<file path="src/rtl/score_display_pkg.sv">
// Shared types and constants for the score_display block: FSM encoding,
// double-dabble sizing, display register layout and 7-segment patterns.
package score_display_pkg;

    typedef enum logic [1:0] {
        ST_LOAD   = 2'd0,
        ST_SHIFT  = 2'd1,
        ST_COMMIT = 2'd2
    } state_t;

    localparam int SHIFT_CYCLES = 10;
    localparam int BCD_DIGITS   = 3;
    localparam int CNT_W        = 4;
    localparam int MAG_W        = 10;

    // Active-high patterns, bit0 = a ... bit6 = g.
    localparam logic [6:0] SEG_BLANK = 7'h00;
    localparam logic [6:0] SEG_MINUS = 7'h40;

    typedef struct packed {
        logic                        sign;
        logic [BCD_DIGITS-1:0][3:0]  digit;   // [0] ones, [2] hundreds
        logic [BCD_DIGITS-1:0]       blank;
    } disp_t;

    localparam disp_t DISP_RESET = '{sign: 1'b0, digit: '0, blank: '1};

    function automatic disp_t make_disp(input logic sign,
                                        input logic [4*BCD_DIGITS-1:0] bcd,
                                        input logic blank_leading);
        disp_t d;
        d.sign     = sign;
        d.digit    = bcd;
        d.blank[0] = 1'b0;
        d.blank[1] = blank_leading && (bcd[11:4] == 8'd0);
        d.blank[2] = blank_leading && (bcd[11:8] == 4'd0);
        return d;
    endfunction

    function automatic logic [6:0] seg_pattern(input logic [3:0] digit);
        case (digit)
            4'd0:    return 7'h3F;
            4'd1:    return 7'h06;
            4'd2:    return 7'h5B;
            4'd3:    return 7'h4F;
            4'd4:    return 7'h66;
            4'd5:    return 7'h6D;
            4'd6:    return 7'h7D;
            4'd7:    return 7'h07;
            4'd8:    return 7'h7F;
            4'd9:    return 7'h6F;
            default: return SEG_BLANK;
        endcase
    endfunction

endpackage

</file>
<file path="src/rtl/score_digit_encoder.sv">
// Combinational map from {digit, blank, minus} to one 7-segment pattern,
// with output polarity chosen by SEG_ACTIVE_LOW.
module score_digit_encoder
    import score_display_pkg::*;
#(
    parameter bit SEG_ACTIVE_LOW = 1'b1
) (
    input  logic [3:0] digit,
    input  logic       blank,
    input  logic       minus,
    output logic [6:0] seg
);

    logic [6:0] pattern;

    // NOTE: every signal written in always_comb gets a value on every path
    // (here via the first assignment), otherwise a latch is inferred.
    always_comb begin
        pattern = seg_pattern(digit);
        if (minus) begin
            pattern = SEG_MINUS;
        end else if (blank) begin
            pattern = SEG_BLANK;
        end
    end

    assign seg = SEG_ACTIVE_LOW ? ~pattern : pattern;

endmodule

</file>
<file path="src/rtl/score_display.sv">
// Two-player signed score display: one shared serial double-dabble converter
// alternates between players and commits results into per-player registers.
module score_display
    import score_display_pkg::*;
#(
    parameter bit SEG_ACTIVE_LOW = 1'b1,
    parameter bit BLANK_LEADING  = 1'b1
) (
    input  logic             clock,
    input  logic             resetn,
    input  logic [MAG_W-1:0] player1_score,
    input  logic [MAG_W-1:0] player2_score,
    output logic [6:0]       seg1,
    output logic [6:0]       seg2,
    output logic [6:0]       seg3,
    output logic [6:0]       seg4,
    output logic [6:0]       seg5,
    output logic [6:0]       seg6,
    output logic [6:0]       seg7,
    output logic [6:0]       seg8,
    output logic             disp_valid
);

    state_t                  state;
    logic                    player_sel;   // 0 = player 1, 1 = player 2
    logic                    sign;
    logic [MAG_W-1:0]        mag;
    logic [4*BCD_DIGITS-1:0] bcd;
    logic [CNT_W-1:0]        cnt;
    disp_t                   disp_p1;
    disp_t                   disp_p2;

    logic [MAG_W-1:0]        sel_score;
    logic [MAG_W-1:0]        load_mag;
    logic [4*BCD_DIGITS-1:0] bcd_adj;

    // A 10-bit unsigned magnitude holds 512, so -512 needs no special case.
    assign sel_score = player_sel ? player2_score : player1_score;
    assign load_mag  = sel_score[MAG_W-1] ? (~sel_score + 10'd1) : sel_score;

    always_comb begin
        bcd_adj = bcd;
        for (int i = 0; i < BCD_DIGITS; i++) begin
            if (bcd[4*i +: 4] >= 4'd5) begin
                bcd_adj[4*i +: 4] = bcd[4*i +: 4] + 4'd3;
            end
        end
    end

    // NOTE: sequential state uses non-blocking assignments so every register
    // samples pre-edge values regardless of statement order.
    always_ff @(posedge clock or negedge resetn) begin
        if (!resetn) begin
            state      <= ST_LOAD;
            player_sel <= 1'b0;
            sign       <= 1'b0;
            mag        <= '0;
            bcd        <= '0;
            cnt        <= '0;
            disp_p1    <= DISP_RESET;
            disp_p2    <= DISP_RESET;
            disp_valid <= 1'b0;
        end else begin
            case (state)
                ST_LOAD: begin
                    sign  <= sel_score[MAG_W-1];
                    mag   <= load_mag;
                    bcd   <= '0;
                    cnt   <= '0;
                    state <= ST_SHIFT;
                end
                ST_SHIFT: begin
                    {bcd, mag} <= {bcd_adj[4*BCD_DIGITS-2:0], mag, 1'b0};
                    cnt        <= cnt + 1'b1;
                    if (cnt == CNT_W'(SHIFT_CYCLES - 1)) begin
                        state <= ST_COMMIT;
                    end
                end
                ST_COMMIT: begin
                    if (player_sel) begin
                        disp_p2    <= make_disp(sign, bcd, BLANK_LEADING);
                        disp_valid <= 1'b1;
                    end else begin
                        disp_p1 <= make_disp(sign, bcd, BLANK_LEADING);
                    end
                    player_sel <= ~player_sel;
                    state      <= ST_LOAD;
                end
                default: state <= ST_LOAD;
            endcase
        end
    end

    // Encoder slots: 0..2 player 1 ones..hundreds, 3 player 1 sign; 4..7 player 2.
    logic [7:0][3:0] enc_digit;
    logic [7:0]      enc_blank;
    logic [7:0]      enc_minus;
    logic [6:0]      enc_seg [8];

    assign enc_digit = {4'd0, disp_p2.digit, 4'd0, disp_p1.digit};
    assign enc_blank = {~disp_p2.sign, disp_p2.blank, ~disp_p1.sign, disp_p1.blank};
    assign enc_minus = {disp_p2.sign, 3'b000, disp_p1.sign, 3'b000};

    for (genvar g = 0; g < 8; g++) begin : g_enc
        score_digit_encoder #(
            .SEG_ACTIVE_LOW(SEG_ACTIVE_LOW)
        ) u_enc (
            .digit(enc_digit[g]),
            .blank(enc_blank[g]),
            .minus(enc_minus[g]),
            .seg  (enc_seg[g])
        );
    end

    assign seg1 = enc_seg[0];
    assign seg2 = enc_seg[1];
    assign seg3 = enc_seg[2];
    assign seg4 = enc_seg[3];
    assign seg5 = enc_seg[4];
    assign seg6 = enc_seg[5];
    assign seg7 = enc_seg[6];
    assign seg8 = enc_seg[7];

endmodule

</file>
<file path="config.mk">
export PLATFORM = sky130hd
export DESIGN_NAME = score_display
export DESIGN_NICKNAME = d
export VERILOG_FILES = /design/src/rtl/score_display_pkg.sv /design/src/rtl/score_digit_encoder.sv /design/src/rtl/score_display.sv
export SDC_FILE = /design/constraint.sdc
export NUM_CORES = 1
export LEC_CHECK = 0
export BUFFER_PORTS_ARGS = -buffer_cell sky130_fd_sc_hd__buf_2
export CORE_MARGIN = 4
export CORE_UTILIZATION = 58
export DETAILED_ROUTE_END_ITERATION = 12
export PLACE_DENSITY = 0.82
export SLEW_MARGIN = 20
export SYNTH_ARGS = -nofsm -noshare
export SYNTH_HDL_FRONTEND = slang
export SYNTH_HIERARCHICAL = 1
export SYNTH_SLANG_ARGS = --single-unit
</file>
<file path="constraint.sdc">
create_clock -name clock -period 2.6 [get_ports clock]
set_input_delay 0.26 -clock clock [delete_from_list [all_inputs] [get_ports clock]]
set_output_delay 0.26 -clock clock [all_outputs]
set_load 0.02 [all_outputs]
</file>
Word level (Yosys, flattened, before mapping)
Memory sizes are Yosys's and may differ from the RTL's.
Cells that the tools add are included.
{"block": "totals", "elab_cells": 69, "romBits": 672, "register_bits": 63, "out_inout_bits": 57, "mem_count": 6}
{"block": "op_classes", "n_reduce_logical": 6, "eq_ne": 4, "muxes": 18, "n_addsub": 5, "bitwise_logic": 10, "order_cmp": 3}
{"name": "(no name shown)", "words": 16, "width": 7, "rd": 1, "rd_clocked_by_memory_dff": 0, "write_ports": 0, "line_no": "score_display_pkg.sv:41", "text": "case (digit)"}
{"name": "(no name shown)", "words": 16, "width": 7, "rd": 1, "rd_clocked_by_memory_dff": 0, "write_ports": 0, "line_no": "score_display_pkg.sv:41"}
{"name": "(no name shown)", "words": 16, "width": 7, "rd": 1, "rd_clocked_by_memory_dff": 0, "write_ports": 0, "line_no": "score_display_pkg.sv:41"}
{"name": "(no name shown)", "words": 16, "width": 7, "rd": 1, "rd_clocked_by_memory_dff": 0, "write_ports": 0, "line_no": "score_display_pkg.sv:41"}
{"name": "(no name shown)", "words": 16, "width": 7, "rd": 1, "rd_clocked_by_memory_dff": 0, "write_ports": 0, "line_no": "score_display_pkg.sv:41"}
{"name": "(no name shown)", "words": 16, "width": 7, "rd": 1, "rd_clocked_by_memory_dff": 0, "write_ports": 0, "line_no": "score_display_pkg.sv:41"}
{"operator": "7-bit two-way mux", "n": 8}
{"operator": "7-bit NOT", "n": 8}
{"operator": "12-bit case mux with 2 select lines", "n": 1}
{"operator": "10-bit two-way mux", "n": 2}
{"operator": "10-bit case mux with 2 select lines", "n": 1}
{"operator": "4-bit by 3-bit greater-or-equal comparator with 1-bit output, second input constant", "n": 3}
{"operator": "10-bit by 1-bit adder with 10-bit output, second input constant", "n": 1}
{"operator": "10-bit NOT", "n": 1}
{"operator": "4-bit by 2-bit adder with 4-bit output, second input constant", "n": 2}
{"operator": "8-bit zero test", "n": 1}
{"operator": "4-bit two-way mux", "n": 2}
{"operator": "4-bit case mux with 2 select lines", "n": 1}
{"operator": "4-bit by 1-bit adder with 4-bit output, second input constant", "n": 1}
{"operator": "4-bit == test, second input constant", "n": 1}
{"operator": "4-bit zero test", "n": 1}
{"operator": "2-bit case mux with 2 select lines", "n": 1}
{"operator": "2-bit AND reduction", "n": 2}
{"operator": "3-bit by 2-bit adder with 3-bit output, second input constant", "n": 1}
{"operator": "3-bit two-way mux", "n": 1}
{"operator": "2-bit by 1-bit == test with 1-bit output, second input constant", "n": 1}
{"operator": "2-bit == test, second input constant", "n": 1}
{"operator": "2-bit zero test", "n": 1}
{"operator": "2-bit two-way mux", "n": 1}
{"operator": "2-bit inequality test, second input constant", "n": 1}
{"operator": "2 further kinds", "n": 2}

Depth between registers and ports, before layout
Gate-level depths: netlist of run 1.
{"block": "depth", "ltp_word": 5, "depth_mapped": 8, "ltp_nobuf": 7}

Hierarchy
Netlist of run 1, hierarchy kept.
{"mod": "score_display", "area_each_um2": 3160.5, "n_inst": 1, "cells_each": 307}
{"mod": "score_digit_encoder", "area_each_um2": 216.5, "n_inst": 8, "cells_each": 27}

Least setup slack after synthesis of run 1
No wires, ideal clock.
{"block": "synth_timing", "path_type": "reg2reg", "startpoint": "reg player_sel", "endpoint": "reg mag[8]", "setup_ns": 0.124, "path_slack_ns": 0.487, "arrival_time_ns": 1.990, "required_ns": 2.476, "path_stages_with_launch": 9, "synth_period_minus_slack_ns": 2.113, "cell_sequence": "dfrtp_1 -> buf_4 -> mux2i_1 -> ha_1 -> nor4bb_1 -> nor2_1 -> o31ai_4 -> mux2i_1 -> nor3_2"}
{"block": "synth_between", "elab_chain_cells": 5}
{"element": "start: declaration", "line_no": "score_display.sv:25", "text": "logic player_sel;"}
{"element": "start signal: assignment", "line_no": "score_display.sv:86", "text": "player_sel <= ~player_sel;"}
{"element": "10-bit two-way mux *", "line_no": "score_display.sv:38", "text": "assign sel_score = player_sel ? player2_score : player1_score;"}
{"element": "10-bit NOT", "line_no": "score_display.sv:39", "text": "assign load_mag = sel_score[MAG_W-1] ? (~sel_score + 10'd1) : sel_score;"}
{"element": "10-bit by 1-bit adder with 10-bit output", "line_no": "score_display.sv:39"}
{"element": "10-bit two-way mux *", "line_no": "score_display.sv:39"}
{"element": "10-bit case mux with 2 select lines *", "line_no": "score_display.sv:64", "text": "case (state)"}
{"element": "end signal: assignment", "line_no": "score_display.sv:67", "text": "mag <= load_mag;"}
{"element": "end signal: assignment", "line_no": "score_display.sv:73", "text": "{bcd, mag} <= {bcd_adj[4*BCD_DIGITS-2:0], mag, 1'b0};"}
{"element": "end: declaration", "line_no": "score_display.sv:27", "text": "logic [MAG_W-1:0] mag;"}
Mark *: on every way between the ends. The rest lies on a longest branch, timed or not.
A chain may end at the register's enable or synchronous reset.

Final worst setup path of run 1
{"block": "layout_timing", "startpoint": "reg disp_p2[8] (netlist bit)", "endpoint": "out seg6[3]"}
{"block": "layout_between", "elab_chain_cells": 3}
{"element": "start: declaration", "line_no": "score_display.sv:31", "text": "disp_t disp_p2;"}
{"element": "start signal: assignment", "line_no": "score_display.sv:81", "text": "disp_p2 <= make_disp(sign, bcd, BLANK_LEADING);"}
{"element": "memory read 16 x 7 bit"}
{"element": "7-bit two-way mux", "line_no": "score_digit_encoder.sv:22", "text": "end else if (blank) begin"}
{"element": "7-bit NOT", "line_no": "score_digit_encoder.sv:27", "text": "assign seg = SEG_ACTIVE_LOW ? ~pattern : pattern;"}
{"element": "end: declaration", "line_no": "score_display.sv:18", "text": "output logic [6:0] seg6,"}
Every way passes these cells.

==> flow_summary_export.csv, run 1 <==
group,metric,value,unit
yosys,ys_types,48,
routing,met3_length,416,um
worst_setup_path,rrSetupSlack,0.53,ns
global_routing,grt_overflow,0,
final_layout,final_cells,750,
run_status,status,"complete, but fails checks",
floorplan,die_h,99.8,um
final_layout,n_fill_cell,661,
clock_tree,clk_latency,0.35,ns
pwr,swShare,43.5,%
worst_setup_path,critical_path_required,2.34,ns
place,dp.cells,734,
worst_setup_path,worstSetupPathType,"flip-flop to output pin",
final_layout,layout.nets,712,
clock_tree,clk_pin_slew,0.08,ns
final_layout,drive_above_1_share,23.1,%
clock_tree,cts_tree,"done",
final_layout,final_area,0.00567,mm^2
routing,viasPerCell,5.43,
clock_tree,cts_made_buffers,9,
routing,drc,0,
routing,wl_met2,5190,um
place,globalplace.congestion,0.900,
final_layout,multi_input_area,0.00317,mm^2
floorplan,start_util,59.5,%
yosys,ys.warnings.count,6,
place,place_area,0.00546,mm^2
yosys,synthCells,523,
place,port_buffers,78,
yosys,syn_area,0.00489,mm^2
routing,highest_layer,"met4",
clock_tree,cts_max_level,3,
min_path,hold_class,"input port to asynchronous set/reset pin",
final_layout,syn2layout_area_growth,15.9,%
floorplan,fp.dieArea,0.00997,mm^2
run_status,failed_checks,"hold timing",
routing,via_count,4075,
floorplan,io_pins,79,
global_routing,grt_use_total,21.2,%
floorplan,row_count,33,
timing,worst_pin_slew,0.779,ns
floorplan,dieWidth,99.8,um
yosys,ys_ff_latch,63,
pwr,internal-power,2.40,mW
final_layout,seq_area,0.00158,mm^2
pwr,leakagePower,2.59,nW
routing,drtIter0Drc,164,
worst_setup_path,r2r_cells,7,
routing,wire_per_inst,13.6,um
flow_run,maxCapViolCount,0,
worst_setup_path,rr_endpoint,"mag[8]$_DFFE_PN0P_",
global_routing,grt_pass1_vias,3843,
clock_tree,cts_setup_buffers,0,
worst_setup_path,crit_start,"disp_p2[8]$_DFFE_PN0P_",
global_routing,grt_pass1_wl,17600,um
final_layout,antenna_cells,0,
pwr,seq_power_share,35.6,%
pwr,p_per_area,749,mW/mm^2
timing,drv_slew,0,
place,dp_hpwl,7810,um
global_routing,antenna_found_initial,0,
worst_setup_path,cp-start-kind,"flip-flop",
timing,hold_viol,14,
clock_tree,post_cts_resized,0,
yosys,yosysSeqAreaShare,32.4,%
pwr,ir_drop,0.000408,V
timing,holdWs,-0.0112,ns
floorplan,coreArea,0.00822,mm^2
yosys,synth_area_per_cell,9.35,um^2
clock_tree,clock_sinks,63,
global_routing,grt_max_degree,36,
timing,finalCritPeriodShare,80.6,%
worst_setup_path,r2r-start,"player_sel$_DFFE_PN0N_",
routing,drt_pass1_iterations,4,
clock_tree,root_buffer,"clkbuf_8",
pwr,p_switching,1.85,mW
timing,finClkSkew,0.00799,ns
routing,ant_nets,0,
pwr,power_frac_comb,43.5,%
timing,tns,0,ns
worst_setup_path,worst_setup_path_end_kind,"output pin",
clock_tree,cts_hold_buf,0,
timing,max_slew_margin,48.0,%
worst_setup_path,crit_end,"seg6[3]",
worst_setup_path,critPathArrivalTime,1.84,ns
timing,clock.fmax,477,MHz
timing,finalSetupViolCount,0,
routing,drt-total-wl,10200,um
clock_tree,cts_buffer_depth,2,
timing,fin_crit,2.10,ns
timing,rsz0062_at_grt,"false",
worst_setup_path,worstPathMaxFanout,6,
pwr,p_clk_share,20.8,%
routing,wl_met1,4470,um
[kinds of logic after synthesis]
kind of cell	synth area share (%)
xor gates and xnor gates	3.04
buffers and inverters	6.27
other	0.0767
DFF	32.4
muxes	7.83
and+or+nand+nor	19.2
AOI/OAI and AO/OA	18.4
adders and majority gates	12.8
[layout make-up]
class / instances / area share [%]
Timing Repair Buffer: 85 / 7.81
Clock buffer: 9 / 2.19
Inverter: 36 / 2.38
Clock inverter: 7 / 1.41
Tap cell: 105 / 2.32
Multi-Input combinational cell: 445 / 55.9
Sequential cell: 63 / 27.9
[stage by stage]
stage          setup WS (ns)  total power, mW  util [%]  hold slack, ns
2_1_floorplan          0.487             2.90         -         -0.0356
3_3_place_gp           0.578             3.28      66.5           0.377
3_5_place_dp           0.530             3.39      66.5           0.382
4_1_cts                0.481             4.27      69.0         0.00273
5_1_grt                0.302             4.57      69.0          0.0316
6_report               0.505             4.24      69.0         -0.0112
[per-layer routing]
metal  GRT usage (%)  vias up
li1                -     2037
met1            27.5     1949
met2            36.1       81
met3            2.92        8
met4            8.19        0
met5               0        -
[state kept, by name (all words and copies together), names as in the netlist]
name / count
bcd: 12
mag: 10
disp_valid: 1
disp_p1: 16
player_sel: 1
state: 2
sign: 1
disp_p2: 16
cnt: 4
[worst max-delay path, cell delays in order, from the launching register on]
cell      delay, ns
dfrtp_1        0.48
inv_1          0.12
ha_1           0.28
and2_1         0.17
o311ai_1       0.23
buf_2          0.21
[worst min path at each step]
stage | startpoint | endpoint | slack, ns | cells past startpoint
final | resetn | disp_p2[3]$_DFFE_PN0P_ | -0.01 | 1
after global routing | resetn | disp_p2[3]$_DFFE_PN0P_ | 0.03 | 1
after CTS | resetn | disp_p2[3]$_DFFE_PN0P_ | 0.003 | 1
after detailed placement | resetn | cnt[0]$_DFFE_PN0P_ | 0.38 | 1
after global placement | resetn | cnt[1]$_DFFE_PN0P_ | 0.38 | 1
after floorplan | resetn | bcd[0]$_DFFE_PN0P_ | -0.04 | 0
[cells in the final DEF (no fill, tap or decap), types with 8 or more instances in the layout]
cell type / count
o21ai_2: 9
inv_1: 36
clkbuf_8: 9
ha_1: 50
nor3b_1: 9
mux2i_1: 18
buf_2: 78
o311ai_1: 24
a211oi_2: 8
mux2_2: 18
dfrtp_1: 57
nor2b_1: 27
nand2b_1: 9
o21ai_0: 36
conb_1: 46
nor2_1: 36
and2_1: 10
a21oi_1: 11
nand3b_1: 9
o211ai_1: 9
nand2_1: 46
o21ai_1: 8
nor4b_1: 8
xor2_1: 12
[power groups by stage]
stage	sequential, mW	combinational [mW]	clock [mW]
final	1.51	1.85	0.883
after global routing	1.56	2.06	0.943
after CTS	1.51	1.86	0.894
after detailed placement	1.53	1.86	0
after global placement	1.51	1.77	0
after floorplan	1.39	1.52	0
[cell usage after synthesis, drive strengths merged]
cell type,instances,area [um^2]
nor4b,10,100
a21o,2,15.0
o31ai,7,66.3
nand4,1,6.26
clkbuf,9,33.8
and2,10,62.6
or2,1,6.26
o211ai,9,67.6
nor4,1,6.26
a211oi,10,115
ha,50,626
nand2,46,173
xor2,12,105
dfrtp,57,1430
a221oi,2,23.8
a21oi,11,55.1
a221o,1,10.0
nand3b,9,67.6
nor3,7,40.0
o32a,1,22.5
inv,36,135
buf,15,138
conb,1,3.75
o221ai,1,8.76
nor2b,27,169
mux2i,18,180
dfstp,6,158
nor4bb,2,20.0
o22ai,1,6.26
o21ai,53,299
or3,1,6.26
o311ai,24,210
nand2b,9,56.3
nor2,36,135
nand3,5,25.0
xnor2,5,43.8
mux2,18,203
nor3b,9,67.6
(Power assumes the default switching activity.)
==> inputs of run 2 (changes only) <==
--- a/config.mk
+++ b/config.mk
@@ -7,9 +7,9 @@
 export LEC_CHECK = 0
 export BUFFER_PORTS_ARGS = -buffer_cell sky130_fd_sc_hd__buf_2
 export CORE_MARGIN = 4
-export CORE_UTILIZATION = 58
+export CORE_UTILIZATION = 52
 export DETAILED_ROUTE_END_ITERATION = 12
-export PLACE_DENSITY = 0.82
+export PLACE_DENSITY = 0.77
 export SLEW_MARGIN = 20
 export SYNTH_ARGS = -nofsm -noshare
 export SYNTH_HDL_FRONTEND = slang
==> constraint.sdc (replaced) <==
create_clock -name clock -period 1.72 [get_ports clock]
set_input_delay 0.172 -clock clock [delete_from_list [all_inputs] [get_ports clock]]
set_output_delay 0.172 -clock clock [all_outputs]
set_load 0.02 [all_outputs]
==> run 2 against run 1 <==
The run ends with setup timing left. Core utilization up 11 points. Setup slack worse by 0.81 ns. Register-to-register slack worse by 0.83 ns. Routed wire length up 50%. Hold slack better by 0.18 ns. Non-clock buffer count up 55. Final cell count up 8.1%. Flip-flop and latch count unchanged. Clock power up 62%. Via count up 15%. Highest routed layer unchanged.
==> flow_summary_export.csv, run 2 (synthesis results as in run 1) <==
group,metric,value,unit
run_status,status,"complete, but fails checks",
run_status,failed_checks,"setup timing",
floorplan,io_pins,79,
min_path,hold_class,"input port to asynchronous set/reset pin",
global_routing,grt_use_met1,26.6,%
final_layout,drive_above_1_share,46.4,%
timing,clock.fmax,495,MHz
floorplan,fp.dieArea,0.0110,mm^2
global_routing,grt_max_degree,34,
floorplan,coreArea,0.00920,mm^2
clock_tree,cts_tree,"done",
worst_setup_path,critical_path_required,1.95,ns
global_routing,grt_pass1_vias,4440,
place,dp_hpwl,7760,um
global_routing,grt_use_total,22.2,%
worst_setup_path,rrSetupSlack,-0.30,ns
final_layout,antenna_cells,0,
final_layout,final_core_util,80.1,%
timing,finalCritPeriodShare,118,%
final_layout,layout.nets,767,
clock_tree,clk_latency,0.35,ns
worst_setup_path,cp_slowest_stage_delay,0.43,ns
floorplan,dieWidth,105,um
pwr,ir_drop,0.000736,V
timing,fin_crit,2.02,ns
floorplan,row_count,35,
worst_setup_path,crit_chain,"mux2i_2, ha_2, nor4bb_4, nor2_2, o31ai_4, mux2i_1, nor3_2",
final_layout,final_cells,811,
timing,hold_viol,0,
clock_tree,clock_sinks,63,
global_routing,grt_overflow,0,
final_layout,reg.largest.list,"disp_p1: 16 flops, disp_p2: 16 flops, bcd: 12 flops",
clock_tree,root_buffer,"clkbuf_8",
global_routing,antenna_found_initial,0,
worst_setup_path,critPathTopFamily,"multiplexers",
timing,drv_slew,0,
worst_setup_path,worstSetupPathType,"flip-flop to flip-flop",
worst_setup_path,worstPathMaxFanout,4,
routing,wire_per_inst,18.8,um
place,dp.cells,755,
final_layout,n_fill_cell,503,
floorplan,start_util,53.2,%
place,globalplace.congestion,0.810,
worst_setup_path,cp-start-kind,"flip-flop",
routing,drtIter0Drc,252,
timing,rsz0062_at_grt,"true",
worst_setup_path,critPathArrivalTime,2.25,ns
worst_setup_path,cp.buffers_inverters,0,
pwr,leakagePower,3.09,nW
clock_tree,cts_made_buffers,9,
pwr,p_per_area,1250,mW/mm^2
routing,ant_nets,0,
final_layout,layout_commonest_cell,"buf_4",
global_routing,grt_pass1_wl,20600,um
timing,finalSetupViolCount,40,
routing,drt_pass1_iterations,5,
timing,worst_pin_slew,0.577,ns
timing,fin_ws,-0.302,ns
flow_run,maxCapViolCount,0,
worst_setup_path,cp_slowest_cell,"dfrtp_2",
clock_tree,cts_buffer_depth,2,
global_routing,grtUsageMet2,41.2,%
final_layout,syn2layout_area_growth,50.6,%
routing,viasPerCell,5.78,
global_routing,top_usage_layer,"met2",
global_routing,grt_util_met3,3.64,%
routing,drt-total-wl,15200,um
routing,via_count,4686,
clock_tree,cts_max_level,3,
place,port_buffers,78,
floorplan,die_h,105,um
final_layout,layout_common_cells,"49 x buf_4, 46 x nand2_1, 46 x conb_1, 45 x buf_2, 43 x dfrtp_1",
clock_tree,clk_pin_slew,0.07,ns
worst_setup_path,worst_setup_path_end_kind,"flip-flop",
timing,finClkSkew,0.0165,ns
timing,holdWs,0.168,ns
timing,max_slew_margin,61.4,%
routing,drc,0,
run 2: changes by cell type in the layout (fill, tap and decap cells not counted), moves of 11 or more:
cell,previous run,this run
o311ai_1,24,10
nor2_1,36,25
inv_1,36,21
buf_2,78,45
ha_4,0,27
buf_6,0,41
ha_1,50,22
dfrtp_2,0,14
buf_4,7,49
inv_2,0,11
dfrtp_1,57,43
run 2: worst paths after layout:
check | from | to | cells past startpoint
max | player_sel$_DFFE_PN0N_ | mag[8]$_DFFE_PN0P_ | 7
min | resetn | disp_p2[7]$_DFFE_PN0P_ | 2
max reg2reg | player_sel$_DFFE_PN0N_ | mag[8]$_DFFE_PN0P_ | 7
min reg2reg | disp_valid$_DFFE_PN0P_ | disp_valid$_DFFE_PN0P_ | 1
max in group asynchronous | resetn | disp_p1[2]$_DFFE_PN1P_ | 3
min in group clock | player1_score[6] | mag[6]$_DFFE_PN0P_ | 4
run 2: metrics by stage:
step | setup TNS [ns] | area, um^2 | setup WS (ns) | power [mW]
6_report | -2.79 | 7370 | -0.302 | 9.21
2_1_floorplan | -0.404 | 5090 | -0.210 | 4.39
5_1_grt | -5.52 | 7370 | -0.401 | 9.63
3_3_place_gp | -0.168 | 5640 | -0.0897 | 5.00
3_5_place_dp | -0.489 | 5640 | -0.234 | 5.16
4_1_cts | -1.29 | 6550 | -0.212 | 7.68
run 2: cell type report:
| type | count | area, um^2 | area share (%) |
|---|---|---|---|
| Clock buffer | 10 | 128 | 1.73 |
| Clock inverter | 6 | 85.1 | 1.15 |
| Inverter | 36 | 145 | 1.97 |
| Multi-Input combinational cell | 445 | 4120 | 55.9 |
| Sequential cell | 63 | 1600 | 21.7 |
| Tap cell | 111 | 139 | 1.88 |
| Timing Repair Buffer | 140 | 1150 | 15.6 |
run 2: per-layer routing:
metal | part of all wire (%) | vias up
met2 | 54 | 135
met1 | 39 | 2352
met4 | 3.3 | 0
li1 | - | 2161
met5 | 0 | -
met3 | 3.0 | 38
run 2: repair_timing:
action	CTS	global route
gates resized for setup	111	149
pin swaps	28	45
hold buffers	1	0
buffers inserted	26	14
setup endpoints to repair	38	71
cloned	0	1
hold endpoints to repair	57	0
run 2: power breakdown:
part           switching (mW)  internal (mW)  leakage (nW)
sequential              0.692           1.80         0.770
clock                   0.619          0.812         0.102
combinational            2.71           2.58          2.22
==> inputs of run 3 (changes only) <==
--- a/config.mk
+++ b/config.mk
@@ -5,6 +5,7 @@
 export SDC_FILE = /design/constraint.sdc
 export NUM_CORES = 1
 export LEC_CHECK = 0
+export ABC_AREA = 1
 export BUFFER_PORTS_ARGS = -buffer_cell sky130_fd_sc_hd__buf_2
 export CORE_MARGIN = 4
 export CORE_UTILIZATION = 52
==> run 3 against run 2 <==
The flow still finishes with violations (setup timing). Power decreased by 19%. First-iteration DRC count decreased by 50%. Synthesized cell count increased by 24%. Global-route usage decreased by 3.0 points. Largest cell class unchanged. Count of clock-buffer cells in the layout increased by 2. Combinational power decreased by 24%. Setup slack improved by 0.26 ns. Die area decreased by 1.9%. Largest power group unchanged.
==> flow_summary_export.csv, run 3 <==
group,metric,value,unit
run_status,status,"complete, but fails checks",
run_status,failed_checks,"setup timing",
clock_tree,clk_pin_slew,0.07,ns
pwr,p_switching,3.25,mW
routing,wl_met2,5330,um
floorplan,io_pins,79,
worst_setup_path,r2r_cells,8,
place,dp_hpwl,7630,um
worst_setup_path,crit_chain,"inv_1, ha_1, or2_1, o211ai_1, nand2_1, buf_2",
timing,finalCritPeriodShare,102,%
place,globalplace.congestion,0.856,
timing,clock.fmax,569,MHz
final_layout,antenna_cells,0,
yosys,yosysTopAreaCellShare,29.8,%
pwr,swShare,43.3,%
yosys,synth_ff_type,"dfrtp_1",
final_layout,reg.largest.list,"disp_p1: 16 flops, disp_p2: 16 flops, bcd: 12 flops",
yosys,ys_types,31,
worst_setup_path,cp_slowest_stage_delay,0.40,ns
routing,ant_nets,0,
routing,drc,0,
global_routing,grt_max_degree,30,
yosys,synth.area.top_cells,"dfrtp_1 30%, nand2_1 16%, ha_1 13%",
yosys,synthArstFlopShare,100,%
worst_setup_path,cp-start-kind,"flip-flop",
yosys,synth_top_cell_by_area,"dfrtp_1",
floorplan,row_count,34,
routing,drt-total-wl,10400,um
final_layout,final_core_util,68.8,%
timing,finClkSkew,0.00861,ns
yosys,yosysSeqAreaShare,33.1,%
final_layout,layout_common_cells,"203 x nand2_1, 59 x inv_1, 54 x buf_2, 48 x nand3_1",
final_layout,syn2layout_area_growth,27.1,%
flow_run,maxCapViolCount,0,
clock_tree,clock_sinks,63,
routing,viasPerCell,4.83,
timing,drv_slew,0,
timing,max_slew_margin,65.3,%
pwr,p_per_area,1230,mW/mm^2
pwr,ir_drop,0.000511,V
worst_setup_path,rrSetupSlack,0.16,ns
worst_setup_path,critical_path_required,1.55,ns
timing,fin_crit,1.76,ns
floorplan,fp.dieArea,0.0108,mm^2
global_routing,grt_pass1_wl,17800,um
floorplan,start_util,54.1,%
worst_setup_path,critPathArrivalTime,1.59,ns
min_path,hold_class,"input port to asynchronous set/reset pin",
yosys,ys_ff_latch,63,
routing,met3_length,386,um
routing,highest_layer,"met4",
yosys,ys.warnings.count,6,
global_routing,grt_pass1_vias,4318,
yosys,synthCells,648,
final_layout,layout_commonest_cell,"nand2_1",
timing,worst_pin_slew,0.520,ns
floorplan,dieWidth,104,um
timing,fin_ws,-0.0385,ns
worst_setup_path,worstSetupPathType,"flip-flop to output pin",
floorplan,coreArea,0.00885,mm^2
yosys,synth_area_per_cell,7.39,um^2
timing,hold_viol,0,
pwr,internal-power,4.25,mW
clock_tree,root_buffer,"clkbuf_8",
yosys,yosys-top-cells-count,"205 x nand2_1, 70 x inv_1, 57 x dfrtp_1",
pwr,leakagePower,3.08,nW
routing,via_count,4413,
clock_tree,cts_made_buffers,9,
worst_setup_path,r2r-start,"bcd[4]$_DFFE_PN0P_",
yosys,syn_area,0.00479,mm^2
clock_tree,clk_latency,0.34,ns
timing,holdWs,0.222,ns
worst_setup_path,cp_slowest_cell,"dfrtp_2",
global_routing,grt_overflow,0,
pwr,p_clk_share,16.6,%
routing,wl_met1,4510,um
clock_tree,cts_max_level,3,
pwr,power_frac_comb,53.9,%
worst_setup_path,rr_endpoint,"bcd[5]$_DFFE_PN0P_",
clock_tree,cts_tree,"done",
worst_setup_path,worst_setup_path_end_kind,"output pin",
pwr,seq_power_share,29.5,%
timing,rsz0062_at_grt,"true",
clock_tree,cts_buffer_depth,2,
timing,finalSetupViolCount,3,
routing,drt_pass1_iterations,4,
place,port_buffers,78,
worst_setup_path,crit_end,"seg5[0]",
final_layout,drive_above_1_share,29.8,%
routing,wire_per_inst,11.4,um
worst_setup_path,worstPathMaxFanout,4,
final_layout,layout.nets,872,
yosys,yosysMostFrequentCell,"nand2_1",
global_routing,grt_use_total,19.2,%
worst_setup_path,crit_start,"disp_p2[4]$_DFFE_PN0P_",
yosys,synth_enable_flop_cells,0,
global_routing,antenna_found_initial,0,
routing,drtIter0Drc,127,
floorplan,die_h,104,um
## run 3: layout make-up
cell class / count / area (um^2)
timing repair buffer: 107 / 766
multi-input combinational: 529 / 3060
clock buffer: 12 / 145
clock inverter: 4 / 45.0
fill: 673 / 2760
inverter: 90 / 340
sequential: 63 / 1600
tap: 108 / 135
## run 3: cells by family (layout without fill, tap and decap cells)
group                      after synthesis  after routing  synth area share [%]
AOI/OAI and AO/OA                       99             99                  12.4
xor gates and xnor gates                 1              1                 0.183
DFF                                     63             63                  33.1
buffers and inverters                  101            213                  8.77
adders and majority gates               50             50                  13.1
and+or+nand+nor                        333            333                  32.4
other                                    1             46                0.0783
## run 3: critical path, delay by kind of cell (launching register included)
family	cells	cell delay [ns]
AO/OA/AOI/OAI	1	0.08
adder cells (fa/ha/maj)	1	0.17
buffers and inverters	2	0.27
flip-flops	1	0.40
AND/OR/NAND/NOR	2	0.32
## run 3: through the flow
stage          setup TNS (ns)  power (mW)  cells  worst slack [ns]  cell area [um^2]
2_1_floorplan               0        4.48    693             0.122              4960
3_3_place_gp                0        5.22    880             0.189              5490
3_5_place_dp                0        5.35    880             0.115              5490
4_1_cts              -0.00380        6.85    907          -0.00380              5790
5_1_grt                 -1.72        8.09    913            -0.103              6090
6_report              -0.0558        7.50    913           -0.0385              6090
## run 3: power by group through the flow
stage          clock network, mW  logic, mW  registers, mW
5_1_grt                     1.34       4.49           2.26
3_3_place_gp                   0       3.04           2.19
3_5_place_dp                   0       3.14           2.20
6_report                    1.25       4.04           2.21
4_1_cts                     1.28       3.43           2.15
2_1_floorplan                  0       2.39           2.10
## run 3: layer usage
layer  global-route usage, %  up-vias
met5                       0        -
met4                    6.74        0
met3                    3.79       17
met2                    35.2       73
met1                    22.1     1997
li1                        -     2326
## run 3: what timing repair did
item	4_1_cts	5_1_grt
gates resized for setup	11	83
hold buffers	1	0
pin swaps	0	23
setup buffers	10	6
endpoints found under the hold margin	8	0
endpoints found under the setup margin	12	43
## run 3: worst min path at each step
stage | startpoint | end | cells after the start
after floorplan | resetn | bcd[0]$_DFFE_PN0P_ | 0
after global placement | resetn | bcd[11]$_DFFE_PN0P_ | 1
after detailed placement | resetn | bcd[11]$_DFFE_PN0P_ | 1
after CTS | resetn | bcd[11]$_DFFE_PN0P_ | 2
after global routing | resetn | bcd[11]$_DFFE_PN0P_ | 2
final | resetn | bcd[11]$_DFFE_PN0P_ | 2
